<file path="config.mk">
export PLATFORM = sky130hd
export DESIGN_NAME = image_stream_reader
export DESIGN_NICKNAME = d
export VERILOG_FILES = /design/src/rtl/image_reader_pkg.sv /design/src/rtl/pixel_skid_fifo.sv /design/src/rtl/image_stream_reader.sv
export SDC_FILE = /design/constraint.sdc
export NUM_CORES = 1
export LEC_CHECK = 0
export ABC_AREA = 1
export CORE_MARGIN = 1
export CORE_UTILIZATION = 47
export DETAILED_ROUTE_END_ITERATION = 6
export PLACE_DENSITY = 0.77
export SYNTH_ARGS = -nofsm -noshare
export SYNTH_HDL_FRONTEND = slang
export SYNTH_HIERARCHICAL = 1
export SYNTH_SLANG_ARGS = --single-unit
export TNS_END_PERCENT = 100
</file>
<file path="constraint.sdc">
create_clock -name clk -period 4.1 [get_ports clk]
set_input_delay 1.23 -clock clk [delete_from_list [all_inputs] [get_ports clk]]
set_output_delay 1.23 -clock clk [all_outputs]
set_load 0.005 [all_outputs]
</file>
<file path="src/rtl/image_reader_pkg.sv">
// Shared types and widths for the image memory read-side streamer.
// Legacy-compatible state encodings are exposed alongside the typed enum.
package image_reader_pkg;

   localparam int unsigned IMG_PIX_W = 8;
   localparam int unsigned IMG_ADR_W = 22;

   localparam logic [1:0] ST_IDLE  = 2'd0;
   localparam logic [1:0] ST_READ  = 2'd1;
   localparam logic [1:0] ST_DRAIN = 2'd2;
   localparam logic [1:0] ST_DONE  = 2'd3;

   typedef enum logic [1:0] {
      IDLE  = ST_IDLE,
      READ  = ST_READ,
      DRAIN = ST_DRAIN,
      DONE  = ST_DONE
   } rd_state_t;

endpackage

</file>
<file path="src/rtl/pixel_skid_fifo.sv">
// Small circular FIFO holding {last, pixel} words between the memory read port and the stream.
// Push and pop in the same cycle are both honoured, including when full.
module pixel_skid_fifo #(
   parameter int unsigned WIDTH = 9,
   parameter int unsigned DEPTH = 2
) (
   input  logic                         clk,
   input  logic                         reset,
   input  logic                         push,
   input  logic [WIDTH-1:0]             push_data,
   input  logic                         pop,
   output logic [WIDTH-1:0]             head_data,
   output logic [$clog2(DEPTH+1)-1:0]   count,
   output logic                         empty
);

   localparam int unsigned PTR_W = (DEPTH > 1) ? $clog2(DEPTH) : 1;
   localparam int unsigned CNT_W = $clog2(DEPTH + 1);

   logic [WIDTH-1:0] mem_q [DEPTH];
   logic [PTR_W-1:0] wr_ptr_q;
   logic [PTR_W-1:0] rd_ptr_q;
   logic [CNT_W-1:0] count_q;
   logic             do_push;
   logic             do_pop;

   function automatic logic [PTR_W-1:0] ptr_inc(input logic [PTR_W-1:0] p);
      return (p == PTR_W'(DEPTH - 1)) ? '0 : p + PTR_W'(1);
   endfunction

   assign do_pop  = pop && (count_q != '0);
   // A full FIFO still accepts a push when the head leaves in the same cycle.
   assign do_push = push && ((count_q != CNT_W'(DEPTH)) || do_pop);

   always_ff @(posedge clk) begin
      if (!reset) begin
         wr_ptr_q <= '0;
         rd_ptr_q <= '0;
         count_q  <= '0;
      end else begin
         if (do_push) begin
            wr_ptr_q <= ptr_inc(wr_ptr_q);
         end
         if (do_pop) begin
            rd_ptr_q <= ptr_inc(rd_ptr_q);
         end
         count_q <= count_q + CNT_W'(do_push) - CNT_W'(do_pop);
      end
   end

   always_ff @(posedge clk) begin
      if (do_push) begin
         mem_q[wr_ptr_q] <= push_data;
      end
   end

   assign head_data = mem_q[rd_ptr_q];
   assign count     = count_q;
   assign empty     = (count_q == '0);

endmodule

</file>
<file path="src/rtl/image_stream_reader.sv">
// Streams pix_count pixels from image memory starting at base_adr over valid/ready.
// Optional IMG_READER_CHECKSUM_EN adds a 16-bit running sum of accepted pixels.
module image_stream_reader
   import image_reader_pkg::*;
#(
   parameter int unsigned ADR_W = IMG_ADR_W,
   parameter int unsigned PIX_W = IMG_PIX_W,
   parameter int unsigned BUF_D = 2
) (
   input  logic             clk,
   input  logic             reset,
   input  logic             start,
   input  logic [ADR_W-1:0] base_adr,
   input  logic [ADR_W-1:0] pix_count,
   output logic             busy,
   output logic             done,
   output logic             img_rd_en,
   output logic [ADR_W-1:0] img_adr,
   input  logic [PIX_W-1:0] img_rd_data,
   output logic [PIX_W-1:0] pix_data,
   output logic             pix_valid,
   input  logic             pix_ready,
   output logic             pix_last
`ifdef IMG_READER_CHECKSUM_EN
   ,
   output logic [15:0]      checksum
`endif
);

   localparam int unsigned CNT_W = $clog2(BUF_D + 1);
   localparam int unsigned OCC_W = CNT_W + 1;

   rd_state_t        state_q, state_d;
   logic [ADR_W-1:0] base_q, base_d;
   logic [ADR_W-1:0] count_q, count_d;
   logic [ADR_W-1:0] issued_q, issued_d;
   logic             in_flight_q, in_flight_d;
   logic             last_flight_q, last_flight_d;

   logic [CNT_W-1:0] fifo_count;
   logic             fifo_empty;
   logic [PIX_W:0]   fifo_head;
   logic             pix_pop;
   logic [OCC_W-1:0] occ;

   assign pix_pop = pix_valid && pix_ready;

   // Slots that will be committed after this edge: buffered + landing read - leaving pixel.
   assign occ = {1'b0, fifo_count} + OCC_W'(in_flight_q) - OCC_W'(pix_pop);

   assign img_rd_en = (state_q == READ) && (issued_q != count_q) && (occ < OCC_W'(BUF_D));
   assign img_adr   = base_q + issued_q;

   always_comb begin
      state_d       = state_q;
      base_d        = base_q;
      count_d       = count_q;
      issued_d      = issued_q;
      in_flight_d   = img_rd_en;
      last_flight_d = img_rd_en && (issued_q == count_q - ADR_W'(1));
      unique case (state_q)
         IDLE: begin
            if (start) begin
               base_d   = base_adr;
               count_d  = pix_count;
               issued_d = '0;
               state_d  = (pix_count == '0) ? DONE : READ;
            end
         end
         READ: begin
            if (img_rd_en) begin
               issued_d = issued_q + ADR_W'(1);
            end
            if (issued_d == count_q) begin
               state_d = DRAIN;
            end
         end
         DRAIN: begin
            // Looking at next-cycle occupancy lets done follow the last handshake directly.
            if ((occ == '0) && !in_flight_d) begin
               state_d = DONE;
            end
         end
         DONE: begin
            state_d = IDLE;
         end
         default: begin
            state_d = IDLE;
         end
      endcase
   end

   always_ff @(posedge clk) begin
      if (!reset) begin
         state_q       <= IDLE;
         base_q        <= '0;
         count_q       <= '0;
         issued_q      <= '0;
         in_flight_q   <= 1'b0;
         last_flight_q <= 1'b0;
      end else begin
         state_q       <= state_d;
         base_q        <= base_d;
         count_q       <= count_d;
         issued_q      <= issued_d;
         in_flight_q   <= in_flight_d;
         last_flight_q <= last_flight_d;
      end
   end

   pixel_skid_fifo #(
      .WIDTH (PIX_W + 1),
      .DEPTH (BUF_D)
   ) u_fifo (
      .clk       (clk),
      .reset     (reset),
      .push      (in_flight_q),
      .push_data ({last_flight_q, img_rd_data}),
      .pop       (pix_pop),
      .head_data (fifo_head),
      .count     (fifo_count),
      .empty     (fifo_empty)
   );

   assign pix_valid = !fifo_empty;
   assign pix_data  = pix_valid ? fifo_head[PIX_W-1:0] : '0;
   assign pix_last  = pix_valid && fifo_head[PIX_W];
   assign busy      = (state_q != IDLE);
   assign done      = (state_q == DONE);

`ifdef IMG_READER_CHECKSUM_EN
   logic [15:0] checksum_q;

   always_ff @(posedge clk) begin
      if (!reset) begin
         checksum_q <= '0;
      end else if ((state_q == IDLE) && start) begin
         checksum_q <= '0;
      end else if (pix_pop) begin
         checksum_q <= checksum_q + 16'(pix_data);
      end
   end

   assign checksum = checksum_q;
`endif

endmodule

</file>
==> results of run 1 <==
[cell type report]
cell class / instances / area share (%)
tap: 176 / 2.58
clock buffer: 12 / 2.78
timing repair buffer: 167 / 17.4
clock inverter: 4 / 0.852
inverter: 135 / 5.98
sequential: 93 / 24.1
multi-input combinational: 699 / 46.4
[worst max-delay path, delay by kind of cell]
kind	cells	cell delay [ns]
adder cells (fa/ha/maj)	3	0.82
AND/OR/NAND/NOR	4	0.40
buffers and inverters	6	0.37
[final timing paths]
kind                                           end  slack (ns)  cells past startpoint
worst max-delay path                     img_rd_en        0.04                     13
worst min-delay path            u_fifo/mem_q[1][8]        0.44                      0
worst max register to register          state_q[1]        0.78                     25
worst min register to register  u_fifo/mem_q[1][8]        0.44                      0
[state kept, by name, summed over array words and instances, names as in the netlist, 2 cells and up, named ones only]
name	flops
issued_q	22
count_q	22
state_q	2
u_fifo/count	2
base_q	22
u_fifo/mem_q	18
[cell usage in the layout, fill, tap and decap left out, types with 5 or more instances in the layout]
| master | count |
|---|---|
| a211oi_1 | 5 |
| a21oi_1 | 67 |
| a221oi_1 | 9 |
| buf_4 | 77 |
| clkbuf_16 | 9 |
| clkdlybuf4s50_1 | 87 |
| dfxtp_1 | 69 |
| dfxtp_2 | 6 |
| edfxtp_1 | 18 |
| ha_1 | 20 |
| ha_4 | 8 |
| inv_1 | 121 |
| inv_2 | 12 |
| mux2_2 | 9 |
| nand2_1 | 203 |
| nand2_2 | 6 |
| nand3_1 | 46 |
| nand4_1 | 19 |
| nor2_1 | 128 |
| nor2_2 | 6 |
| nor3_1 | 9 |
| nor4_1 | 6 |
| o21ai_0 | 71 |
| o21ai_2 | 5 |
| xnor2_1 | 10 |
| xor2_1 | 30 |
[power groups by stage]
stage | clock (mW) | sequential (mW) | combinational [mW]
after floorplan | 0 | 1.20 | 1.26
after global placement | 0 | 1.23 | 1.89
after detailed placement | 0 | 1.23 | 1.91
after CTS | 0.901 | 1.21 | 1.96
after global routing | 0.941 | 1.24 | 2.25
final | 0.885 | 1.22 | 2.04
[metal layers]
layer / wire [um] / GRT usage (%) / up-vias
met2: 9080 / 46.1 / 274
met1: 8520 / 35.1 / 3128
li1: - / - / 3433
met5: 0 / 0 / -
met3: 1180 / 4.58 / 34
met4: 449 / 10.0 / 0
[logic make-up (layout without fill, tap and decap cells)]
group	after synthesis	in the layout	share of synthesized area [%]
muxes	9	9	1.58
DFF	93	93	31.9
xor gates and xnor gates	41	41	5.72
adders and majority gates	32	32	6.49
buffers and inverters	161	318	9.73
AOI/OAI and AO/OA	180	180	15.6
and+or+nand+nor	437	437	29.0
[timing repair]
action,CTS,global route
buffers inserted,9,3
endpoints found under the setup margin,9,13
resized for setup,30,32
pin swaps,12,11
hold endpoints to repair,0,0
==> flow_summary.json, run 1 <==
{
  "irDropWorstVdd_uv": 313,
  "p_per_area_nw_per_um2": 487,
  "switching_share_pct": 40.8,
  "clkSinkCount": 93,
  "startpoint_type": "primary input",
  "period_share_pct": 99.1,
  "setup_viol": 0,
  "synth_cells": 953,
  "clk_latency_ns": 0.35,
  "dp.cells": 1258,
  "yosysMostFrequentCell": "nand2_1",
  "outcome": "finished, final reports clean",
  "yosys_warnings": 6,
  "path_cells": "buf_6 -> inv_4 -> nor2_4 -> ha_4 -> inv_2 -> ha_4 -> inv_2 -> fa_1 -> nand2_1 -> nor2_2 -> nand3_2 -> inv_2 -> buf_6",
  "rows": 42,
  "gr-total-overflow": 0,
  "finClkSkew_ns": 0.00700,
  "cpPeakStageDelay_ns": 0.50,
  "hp-class": "reg -> reg",
  "cts_root_buf": "clkbuf_16",
  "portBuffers": 90,
  "drive_above_1_share_pct": 15.2,
  "antenna_found_initial": 0,
  "ios": 91,
  "fin_nets": 1193,
  "cts_tree": "yes",
  "numCtsBuffers": 9,
  "path_clk_slew_ns": 0.06,
  "p_sw_mw": 1.69,
  "syn_area_sq_um": 6400,
  "dpl.hpwl_um": 14200,
  "endpoint_kind": "output port",
  "grt_pass1_vias": 6355,
  "cp_max_fo": 2,
  "leakage_nw": 3.80,
  "gp_congestion": 0.966,
  "synth_top_cell_area_share_pct": 23.4,
  "stdcell_count": 1286,
  "core_sq_um": 13200,
  "path_class": "in -> out",
  "power_frac_comb_pct": 49.1,
  "initial_utilization_pct": 48.4,
  "stdcell_area_sq_um": 8520,
  "synth-edff-count": 18,
  "cp_common_cell": "inv_2",
  "cts_htree_levels": 3,
  "seq_area_sq_um": 2050,
  "synth.distinct_cells": 47,
  "crit_start": "pix_ready",
  "p_int_mw": 2.45,
  "fin_util_pct": 64.3,
  "drtIter0Drc": 504,
  "area_delta_synth_final_pct": 33.0,
  "crit_arrival_ns": 2.83,
  "diodes": 0,
  "ys_seq_elements": 93,
  "worst_slew_pin_slew_ns": 0.942,
  "setup_slack_ns": 0.0358,
  "synth_top_flop_cell": "dfxtp_1",
  "grt_pass1_wl_um": 30600,
  "vias": 6869,
  "reg2reg_from": "u_fifo/count[0]",
  "yosys.area.top_type": "dfxtp_1",
  "pre_cts_ws_ns": -0.805,
  "ys_seq_area_share_pct": 31.9,
  "final_hold_viol_count": 0,
  "holdWs_ns": 0.436,
  "antenna_left": 0,
  "avgSynthCellArea_sq_um": 6.72,
  "multi_input_area_sq_um": 3950,
  "place_area_sq_um": 7900,
  "nFillCells": 1190,
  "die_w_um": 119,
  "gr-usage-all-layers_pct": 27.4,
  "slowest_stage": "fa_1",
  "rsz0062_at_grt": "true",
  "synthTopCellsByArea": "dfxtp_1, nand2_1, edfxtp_1, nor2_1, inv_1",
  "maxCapViolCount": 0,
  "cp.required_ns": 2.87,
  "slew_headroom_pct": 37.1,
  "drc": 0,
  "drt-pass1-iter-count": 5,
  "tns_ns": 0,
  "synthTopCellsByCount": "nand2_1, nor2_1, inv_1, dfxtp_1, o21ai_0",
  "fmaxAchievable_ghz": 0.246,
  "power_frac_seq_pct": 29.5,
  "detail_route.wl_per_cell_um": 15.0,
  "dieArea_sq_um": 14100,
  "async_reset_ff_share_pct": 0,
  "grt_max_degree": 65,
  "cts_hold_buf": 0,
  "worstHoldStart": "last_flight_q",
  "die-height_um": 119,
  "maxSlewViolCount": 0,
  "vias_per_cell": 5.34,
  "synth_nets": 1041,
  "clockBufferDepth": 2,
  "power_mw": 4.15,
  "fin_crit_ns": 4.06,
  "wirelength_um": 19200,
  "pwr-share-clk_pct": 21.3
}
No activity file was read; power rests on OpenSTA's default activity.
==> inputs of run 2 (changes only) <==
--- a/config.mk
+++ b/config.mk
@@ -10,6 +10,7 @@
 export CORE_UTILIZATION = 47
 export DETAILED_ROUTE_END_ITERATION = 6
 export PLACE_DENSITY = 0.77
+export SLEW_MARGIN = 20
 export SYNTH_ARGS = -nofsm -noshare
 export SYNTH_HDL_FRONTEND = slang
 export SYNTH_HIERARCHICAL = 1
==> results of run 2 <==
Same layout as run 1: the final DEF is identical, and so are final timing and power.
==> inputs of run 3 (changes only) <==
--- a/config.mk
+++ b/config.mk
@@ -7,12 +7,12 @@
 export LEC_CHECK = 0
 export ABC_AREA = 1
 export CORE_MARGIN = 1
-export CORE_UTILIZATION = 47
+export CORE_UTILIZATION = 30
 export DETAILED_ROUTE_END_ITERATION = 6
-export PLACE_DENSITY = 0.77
+export PLACE_DENSITY = 0.55
 export SLEW_MARGIN = 20
 export SYNTH_ARGS = -nofsm -noshare
 export SYNTH_HDL_FRONTEND = slang
 export SYNTH_HIERARCHICAL = 1
 export SYNTH_SLANG_ARGS = --single-unit
-export TNS_END_PERCENT = 100
+export TNS_END_PERCENT = 20
==> flow_summary.json, run 3 (synthesis gave the netlist of run 1 again) <==
{
  "outcome": "finished, final reports clean",
  "gr-usage-all-layers_pct": 17.9,
  "reg2regPathDepth": 23,
  "reg_top3": "base_q: 22 flops, count_q: 22 flops, issued_q: 22 flops",
  "area_delta_synth_final_pct": 32.3,
  "dieArea_sq_um": 21900,
  "antenna_found_initial": 0,
  "diodes": 0,
  "tns_ns": 0,
  "period_share_pct": 99.7,
  "clk_latency_ns": 0.36,
  "gp_congestion": 0.870,
  "min_delay_worst_endpoint": "u_fifo/mem_q[1][8]",
  "endpoint_kind": "output port",
  "grt_pass1_vias": 6247,
  "pwr-share-clk_pct": 20.5,
  "hp-class": "reg -> reg",
  "wirelength_um": 19100,
  "startpoint_type": "primary input",
  "regToRegEndpoint": "state_q[0]",
  "p_sw_mw": 1.72,
  "cp.required_ns": 2.87,
  "grt_pass1_wl_um": 30800,
  "numCtsBuffers": 9,
  "grt_max_degree": 65,
  "cp_common_cell": "inv_2",
  "path_clk_slew_ns": 0.06,
  "r2r_slack_ns": 0.41,
  "cp_max_fo": 2,
  "finClkSkew_ns": 0.0120,
  "reg2reg_from": "u_fifo/count[0]",
  "drive_above_1_share_pct": 13.6,
  "rows": 53,
  "path_cells": "buf_6 -> inv_2 -> nor2_4 -> ha_4 -> inv_2 -> ha_4 -> inv_2 -> fa_1 -> nand2_1 -> nor2_2 -> nand3_2 -> inv_2 -> buf_2",
  "slowest_stage": "fa_1",
  "slew_headroom_pct": 39.8,
  "setup_slack_ns": 0.0125,
  "cts_root_buf": "clkbuf_16",
  "stdcell_area_sq_um": 8480,
  "vias": 6487,
  "fin_crit_ns": 4.09,
  "power_frac_comb_pct": 49.4,
  "clockBufferDepth": 2,
  "initial_utilization_pct": 30.6,
  "maxSlewViolCount": 0,
  "drc": 0,
  "fmaxAchievable_ghz": 0.245,
  "fin_nets": 1187,
  "ios": 91,
  "p_per_area_nw_per_um2": 476,
  "antenna_left": 0,
  "whs_path_depth": 0,
  "cp_top_family": "adder cells",
  "switching_share_pct": 42.5,
  "crit_arrival_ns": 2.86,
  "cp_num_buf_inv": 6,
  "die_w_um": 148,
  "setup_viol": 0,
  "worst_slew_pin_slew_ns": 0.901,
  "clkSinkCount": 93,
  "worstHoldStart": "last_flight_q",
  "cts_tree": "yes",
  "p_int_mw": 2.32,
  "pre_cts_ws_ns": -0.905,
  "gr-total-overflow": 0,
  "place_area_sq_um": 8060,
  "drt-pass1-iter-count": 5,
  "core_sq_um": 21000,
  "vias_per_cell": 4.70,
  "portBuffers": 90,
  "path_class": "in -> out",
  "cpPeakStageDelay_ns": 0.47,
  "power_frac_seq_pct": 30.1,
  "leakage_nw": 3.79,
  "cts_htree_levels": 3,
  "maxCapViolCount": 0,
  "final_common_cell": "nand2_1",
  "dpl.hpwl_um": 15000,
  "irDropWorstVdd_uv": 229,
  "final_hold_viol_count": 0,
  "drtIter0Drc": 271,
  "rsz0062_at_grt": "true",
  "die-height_um": 148,
  "nFillCells": 2282,
  "layout_common_cells": "nand2_1, nor2_1, inv_1",
  "detail_route.wl_per_cell_um": 13.9
}
==> run 3: metrics by stage <==
| stage | cells | utilization (%) | hold slack (ns) | power [mW] |
|---|---|---|---|---|
| floorplan | 953 | - | 0.404 | 2.45 |
| global placement | 1362 | 38.5 | 0.431 | 3.19 |
| detailed placement | 1362 | 38.5 | 0.433 | 3.20 |
| CTS | 1379 | 40.2 | 0.449 | 4.05 |
| global route | 1379 | 40.4 | 0.458 | 4.36 |
| finish | 1379 | 40.4 | 0.441 | 4.03 |
==> run 3: cell type report <==
class | count | area [sq um] | share of cell area (%)
Timing Repair Buffer | 161 | 1430 | 16.9
Sequential cell | 93 | 2040 | 24.1
Tap cell | 275 | 344 | 4.06
Clock buffer | 10 | 239 | 2.82
Clock inverter | 6 | 51.3 | 0.605
Multi-Input combinational cell | 699 | 3860 | 45.5
Inverter | 135 | 507 | 5.98
==> run 3: how the worst max path moves through the flow <==
stage / from / to / slack, ns / cells after the start
2_1_floorplan: pix_ready / img_rd_en / 0.04 / 11
3_3_place_gp: pix_ready / img_rd_en / -0.90 / 13
3_5_place_dp: pix_ready / img_rd_en / -0.91 / 13
4_1_cts: pix_ready / img_rd_en / -0.17 / 13
5_1_grt: pix_ready / img_rd_en / -0.09 / 13
6_report: pix_ready / img_rd_en / 0.01 / 13
==> run 3: repair_timing <==
action                     4_1_cts  5_1_grt
hold buffers                     0        0
buffers inserted                 1        0
setup endpoints to repair       11       12
pin swaps                        8        8
gates resized for setup         30       14
==> run 3: routing by layer <==
layer / part of all wire, % / track usage [%]
met1: 44 / 21.6
met2: 51 / 32.7
met3: 3.7 / 2.85
met4: 1.6 / 4.74
met5: 0 / 0
==> run 3: power by group through the flow <==
stage | logic, mW | clock network (mW) | registers, mW
final | 1.99 | 0.828 | 1.21
after CTS | 1.98 | 0.853 | 1.22
after global placement | 1.96 | 0 | 1.23
after detailed placement | 1.96 | 0 | 1.23
after floorplan | 1.26 | 0 | 1.20
after global routing | 2.23 | 0.887 | 1.24
==> patch 1: new RTL, settings of run 2 <==
Set the parameter `BUF_D` to 4 (it was 2).
--- a/src/rtl/image_stream_reader.sv
+++ b/src/rtl/image_stream_reader.sv
@@ -6,5 +6,5 @@
    parameter int unsigned ADR_W = IMG_ADR_W,
    parameter int unsigned PIX_W = IMG_PIX_W,
-   parameter int unsigned BUF_D = 2
+   parameter int unsigned BUF_D = 4
 ) (
    input  logic             clk,
Check against the original RTL: not equivalent (Yosys sat finds a counterexample within 4 cycles, from zero or initial values and one cycle with reset low).
==> patch 1 against run 2 <==
- area after synthesis up 18%
- count of clock-buffer cells in the layout increased by 6
- routed wire length increased by 5.6%
- synthesized cell count up 10%
- highest routed layer unchanged
- register-to-register slack lost 0.04 ns
- maximum frequency decreased by 0.47%
- sequential cell count increased by 22
- cell area is 14% higher
- sequential share of layout area up 3.4 points
- power rose by 37%
- first-iteration DRC count shrank 23%
- largest cell class unchanged
- worst setup slack worse by 0.019 ns
- critical endpoint unchanged
- clock power is 59% higher
- non-clock buffer count shrank 11
==> patch 1: results (changes against run 2) <==
status=completed (unchanged); cts bufs inserted=17 (was 9); pre-CTS setup slack=-0.806 ns (was -0.805 ns); Min-Delay Path Depth=2 (was 0); Filler Cell Count=1353 (was 1190); CP Data Arrival Time=2.85 ns (was 2.83 ns); number of global-route vias before repair=7168 (was 6355); EDFF count, synth=36 (was 18); final net count=1293 (was 1193); share of layout cells above drive strength 1=0.157 (was 0.152); Slew HR=0.472 (was 0.371); mapped cell area=7550 um2 (was 6400 um2); Vias/cell=5.21 (was 5.34); maximum operating frequency=245 MHz (was 246 MHz); global-route wire length before repair=32.7 mm (was 30.6 mm); Commonest cells post-synth=nand2_1 (197), nor2_1 (157), inv_1 (124) (was nand2_1 (206), nor2_1 (132), inv_1 (125)); largest net degree at the start of global routing=57 (was 65); Leak Pwr=4.40 nW (was 3.80 nW); average size of a mapped cell=7.19 um2 (was 6.72 um2); average wire per standard cell=14.3 um (was 15.0 um); Hold EP=count_q[21]$_SDFFE_PN0P_ (was u_fifo/mem_q[1][8]$_DFFE_PP_); placed cells=1381 (was 1258); drt total wl=20.3 mm (was 19.2 mm); PostCTS Resize Cnt=35 (was 30); DP Area=9000 um2 (was 7900 um2); Reg2Reg Depth=23 (was 25); Post-DP HPWL=15.0 mm (was 14.2 mm); hold path startpoint=count_q[21]$_SDFFE_PN0P_ (was last_flight_q$_SDFF_PN0_); synthesized net count=1147 (was 1041); All-Layer GR Usage=0.252 (was 0.274); largest cells by area after synthesis=dfxtp_1 (21%), edfxtp_1 (14%), nand2_1 (9.8%) (was dfxtp_1 (23%), nand2_1 (12%), edfxtp_1 (8.4%)); Pint=3.31 mW (was 2.45 mW); final RePlAce weighted congestion=0.882 (was 0.966); clk_lat worst skew=0.43 ns (was 0.35 ns); slowest cell on the critical path=fa_2 (was fa_1); Finished Cell Area=9720 um2 (was 8520 um2); R2R setup slack=0.74 ns (was 0.78 ns)
## patch 1: cell count changes after synthesis, moves of 9 or more
cell	before	now
edfxtp_1	18	36
nor2_2	3	14
nor2_1	132	157
o21ai_0	74	88
mux2_2	9	0
nand2_1	206	197
o22ai_2	0	9
## patch 1: cells by family after synthesis
logic type	synth area share
adders and majority gates	0.0709
buffers and inverters	0.0896
AOI/OAI and AO/OA	0.153
and+or+nand+nor	0.283
xor gates and xnor gates	0.0510
DFF	0.352
## patch 1: area by class of cell
cell class / instances / share of cell area
multi-input cells: 771 / 0.446
flip-flops and latches: 115 / 0.275
repair buffers: 156 / 0.142
inverters: 135 / 0.0529
clock buffers: 18 / 0.0441
well taps: 211 / 0.0272
clock inverters: 14 / 0.0130
## patch 1: routing by layer
metal | wire length, um | vias to the layer above | track usage
met4 | 583 | 0 | 0.126
li1 | - | 3757 | -
met1 | 8400 | 3387 | 0.279
met3 | 1020 | 54 | 0.0482
met5 | 0 | - | 0
met2 | 10300 | 200 | 0.458
==> patch 2: new RTL, config.mk and constraints of run 2 <==
Without the edit above. Add a define of `IMG_READER_CHECKSUM_EN`.
--- a/src/rtl/image_stream_reader.sv
+++ b/src/rtl/image_stream_reader.sv
@@ -1,4 +1,6 @@
 // Streams pix_count pixels from image memory starting at base_adr over valid/ready.
 // Optional IMG_READER_CHECKSUM_EN adds a 16-bit running sum of accepted pixels.
+`define IMG_READER_CHECKSUM_EN
+
 module image_stream_reader
    import image_reader_pkg::*;
Check against the original RTL (old outputs only; new: checksum): equivalent (equiv_simple and equiv_induct, registers matched by name and starting in step).
==> patch 2 against run 2 <==
- area after synthesis up 16%
- worst hold slack worse by 0.0078 ns
- count of clock-buffer cells in the layout down 3
- critical path depth unchanged
- sequential cell count up 16
- power up 6.3%
- worst setup slack better by 0.045 ns
- synthesized cell count up 12%
- via count up 7.5%
- global-route usage down 1.9 points
- routed wire length up 5.1%
- cell area up 14%
- highest routed layer unchanged
==> patch 2: results (changes against run 2) <==
DRT met1 WL=9.20 mm (was 8.52 mm); Post-CTS Hold Fix Bufs=0 (unchanged); Post-Synth Adder-Cell Area=0.0718 (was 0.0649); DR WL met2=9.21 mm (was 9.08 mm); synthesized net count=1164 (was 1041); number of DRC markers in iteration 0=464 (was 504); final RePlAce weighted congestion=0.942 (was 0.966); status=completed (unchanged); final net count=1323 (was 1193); clock skew=0.0114 ns (was 0.00700 ns); R2R setup slack=0.58 ns (was 0.78 ns); cts bufs inserted=9 (unchanged); Port Buffers=106 (was 90); global-route wire length before repair=32.9 mm (was 30.6 mm); Post-DP HPWL=15.3 mm (was 14.2 mm); Seq/Total Area, Yosys=0.317 (was 0.319); number of global-route vias before repair=6883 (was 6355); Commonest cells post-synth=nand2_1 (219), nor2_1 (152), inv_1 (128) (was nand2_1 (206), nor2_1 (132), inv_1 (125)); Compound-Gate Fraction of Synth Area=0.134 (was 0.156); largest cells by area after synthesis=dfxtp_1 (24%), nand2_1 (11%), nor2_1 (7.6%) (was dfxtp_1 (23%), nand2_1 (12%), edfxtp_1 (8.4%)); All-Layer GR Usage=0.255 (was 0.274); Pint=2.57 mW (was 2.45 mW); M3 GR Usage=0.0392 (was 0.0458); Max VDD drop=0.000264 V (was 0.000313 V); Distinct cells, synth=48 (was 47); Vias/cell=5.12 (was 5.34); Top Registers=base_q x22, count_q x22, issued_q x22 (unchanged); CP Data Arrival Time=2.79 ns (was 2.83 ns); minimum clock period=4.02 ns (was 4.06 ns); largest net degree at the start of global routing=61 (was 65); GRT met2 Usage=0.421 (was 0.461); Async S/R FF share, synth=0 (unchanged); pre-CTS setup slack=-0.802 ns (was -0.805 ns); xor-xnor portion of the synthesized cell area=0.0649 (was 0.0572); Filler Cell Count=1332 (was 1190); Vias=7381 (was 6869); placed cells=1424 (was 1258); Least-Margin Pin Slew=0.559 ns (was 0.942 ns); share of layout cells above drive strength 1=0.165 (was 0.152); worst r2r dst=state_q[1]$_SDFFE_PN0P_ (unchanged); Leak Pwr=4.32 nW (was 3.80 nW)
[patch 2: changes by cell type in the layout (fill, tap and decap cells not counted), moves of 7 or more]
| cell | change |
|---|---|
| ha_1 | +7 |
| nand3_1 | -12 |
| dfxtp_1 | +14 |
| nor2_1 | +22 |
| clkdlybuf4s50_1 | +12 |
| nand3_2 | +10 |
| o21ai_0 | +12 |
| nand2_1 | +13 |
[patch 2: metrics by stage]
stage / area, um2 / total power [mW]
after floorplan: 7520 / 2.77
after global placement: 9200 / 3.45
after detailed placement: 9200 / 3.49
after CTS: 9620 / 4.37
after global routing: 9700 / 4.72
final: 9700 / 4.41
[patch 2: cells by family after synthesis]
| group | after synthesis |
|---|---|
| buffers and inverters | 171 |
| multiplexers | 9 |
| flip-flops | 109 |
| XOR/XNOR | 51 |
| adder cells (fa/ha/maj) | 41 |
| AO/OA/AOI/OAI | 184 |
| AND/OR/NAND/NOR | 502 |
[patch 2: power by group through the flow]
stage / logic, mW / registers, mW / clock network (mW)
floorplan: 1.36 / 1.41 / 0
global placement: 2.02 / 1.43 / 0
detailed placement: 2.05 / 1.44 / 0
CTS: 2.08 / 1.43 / 0.870
global route: 2.35 / 1.45 / 0.911
finish: 2.12 / 1.43 / 0.862
[patch 2: worst min path at each step]
stage | endpoint | slack (ns) | cells after the start
finish | u_fifo/mem_q[0][8]$_DFFE_PP_ | 0.43 | 0
global route | u_fifo/mem_q[0][8]$_DFFE_PP_ | 0.45 | 0
CTS | u_fifo/mem_q[1][8]$_DFFE_PP_ | 0.43 | 0
detailed placement | u_fifo/mem_q[0][8]$_DFFE_PP_ | 0.41 | 0
global placement | u_fifo/mem_q[0][8]$_DFFE_PP_ | 0.41 | 0
floorplan | u_fifo/mem_q[0][8]$_DFFE_PP_ | 0.40 | 0
[patch 2: critical path: stages]
cell,delay [ns]
buf_6,0.10
nand2_8,0.06
inv_4,0.04
ha_4,0.21
inv_4,0.05
ha_4,0.11
inv_2,0.03
fa_1,0.51
nand3_2,0.10
inv_2,0.09
nand3_4,0.08
inv_4,0.07
buf_6,0.08
[patch 2: timing repair]
item | 4_1_cts | 5_1_grt
buffers inserted | 2 | 0
pin swaps | 6 | 5
gates resized for setup | 36 | 26
setup endpoints to repair | 8 | 11
[patch 2: layout make-up]
class / instances / area [um2] / share of cell area
well taps: 211 / 264 / 0.0272
inverters: 142 / 543 / 0.0560
repair buffers: 177 / 1590 / 0.164
multi-input cells: 787 / 4640 / 0.479
clock inverters: 7 / 58.8 / 0.00606
clock buffers: 9 / 225 / 0.0232
flip-flops and latches: 109 / 2370 / 0.245
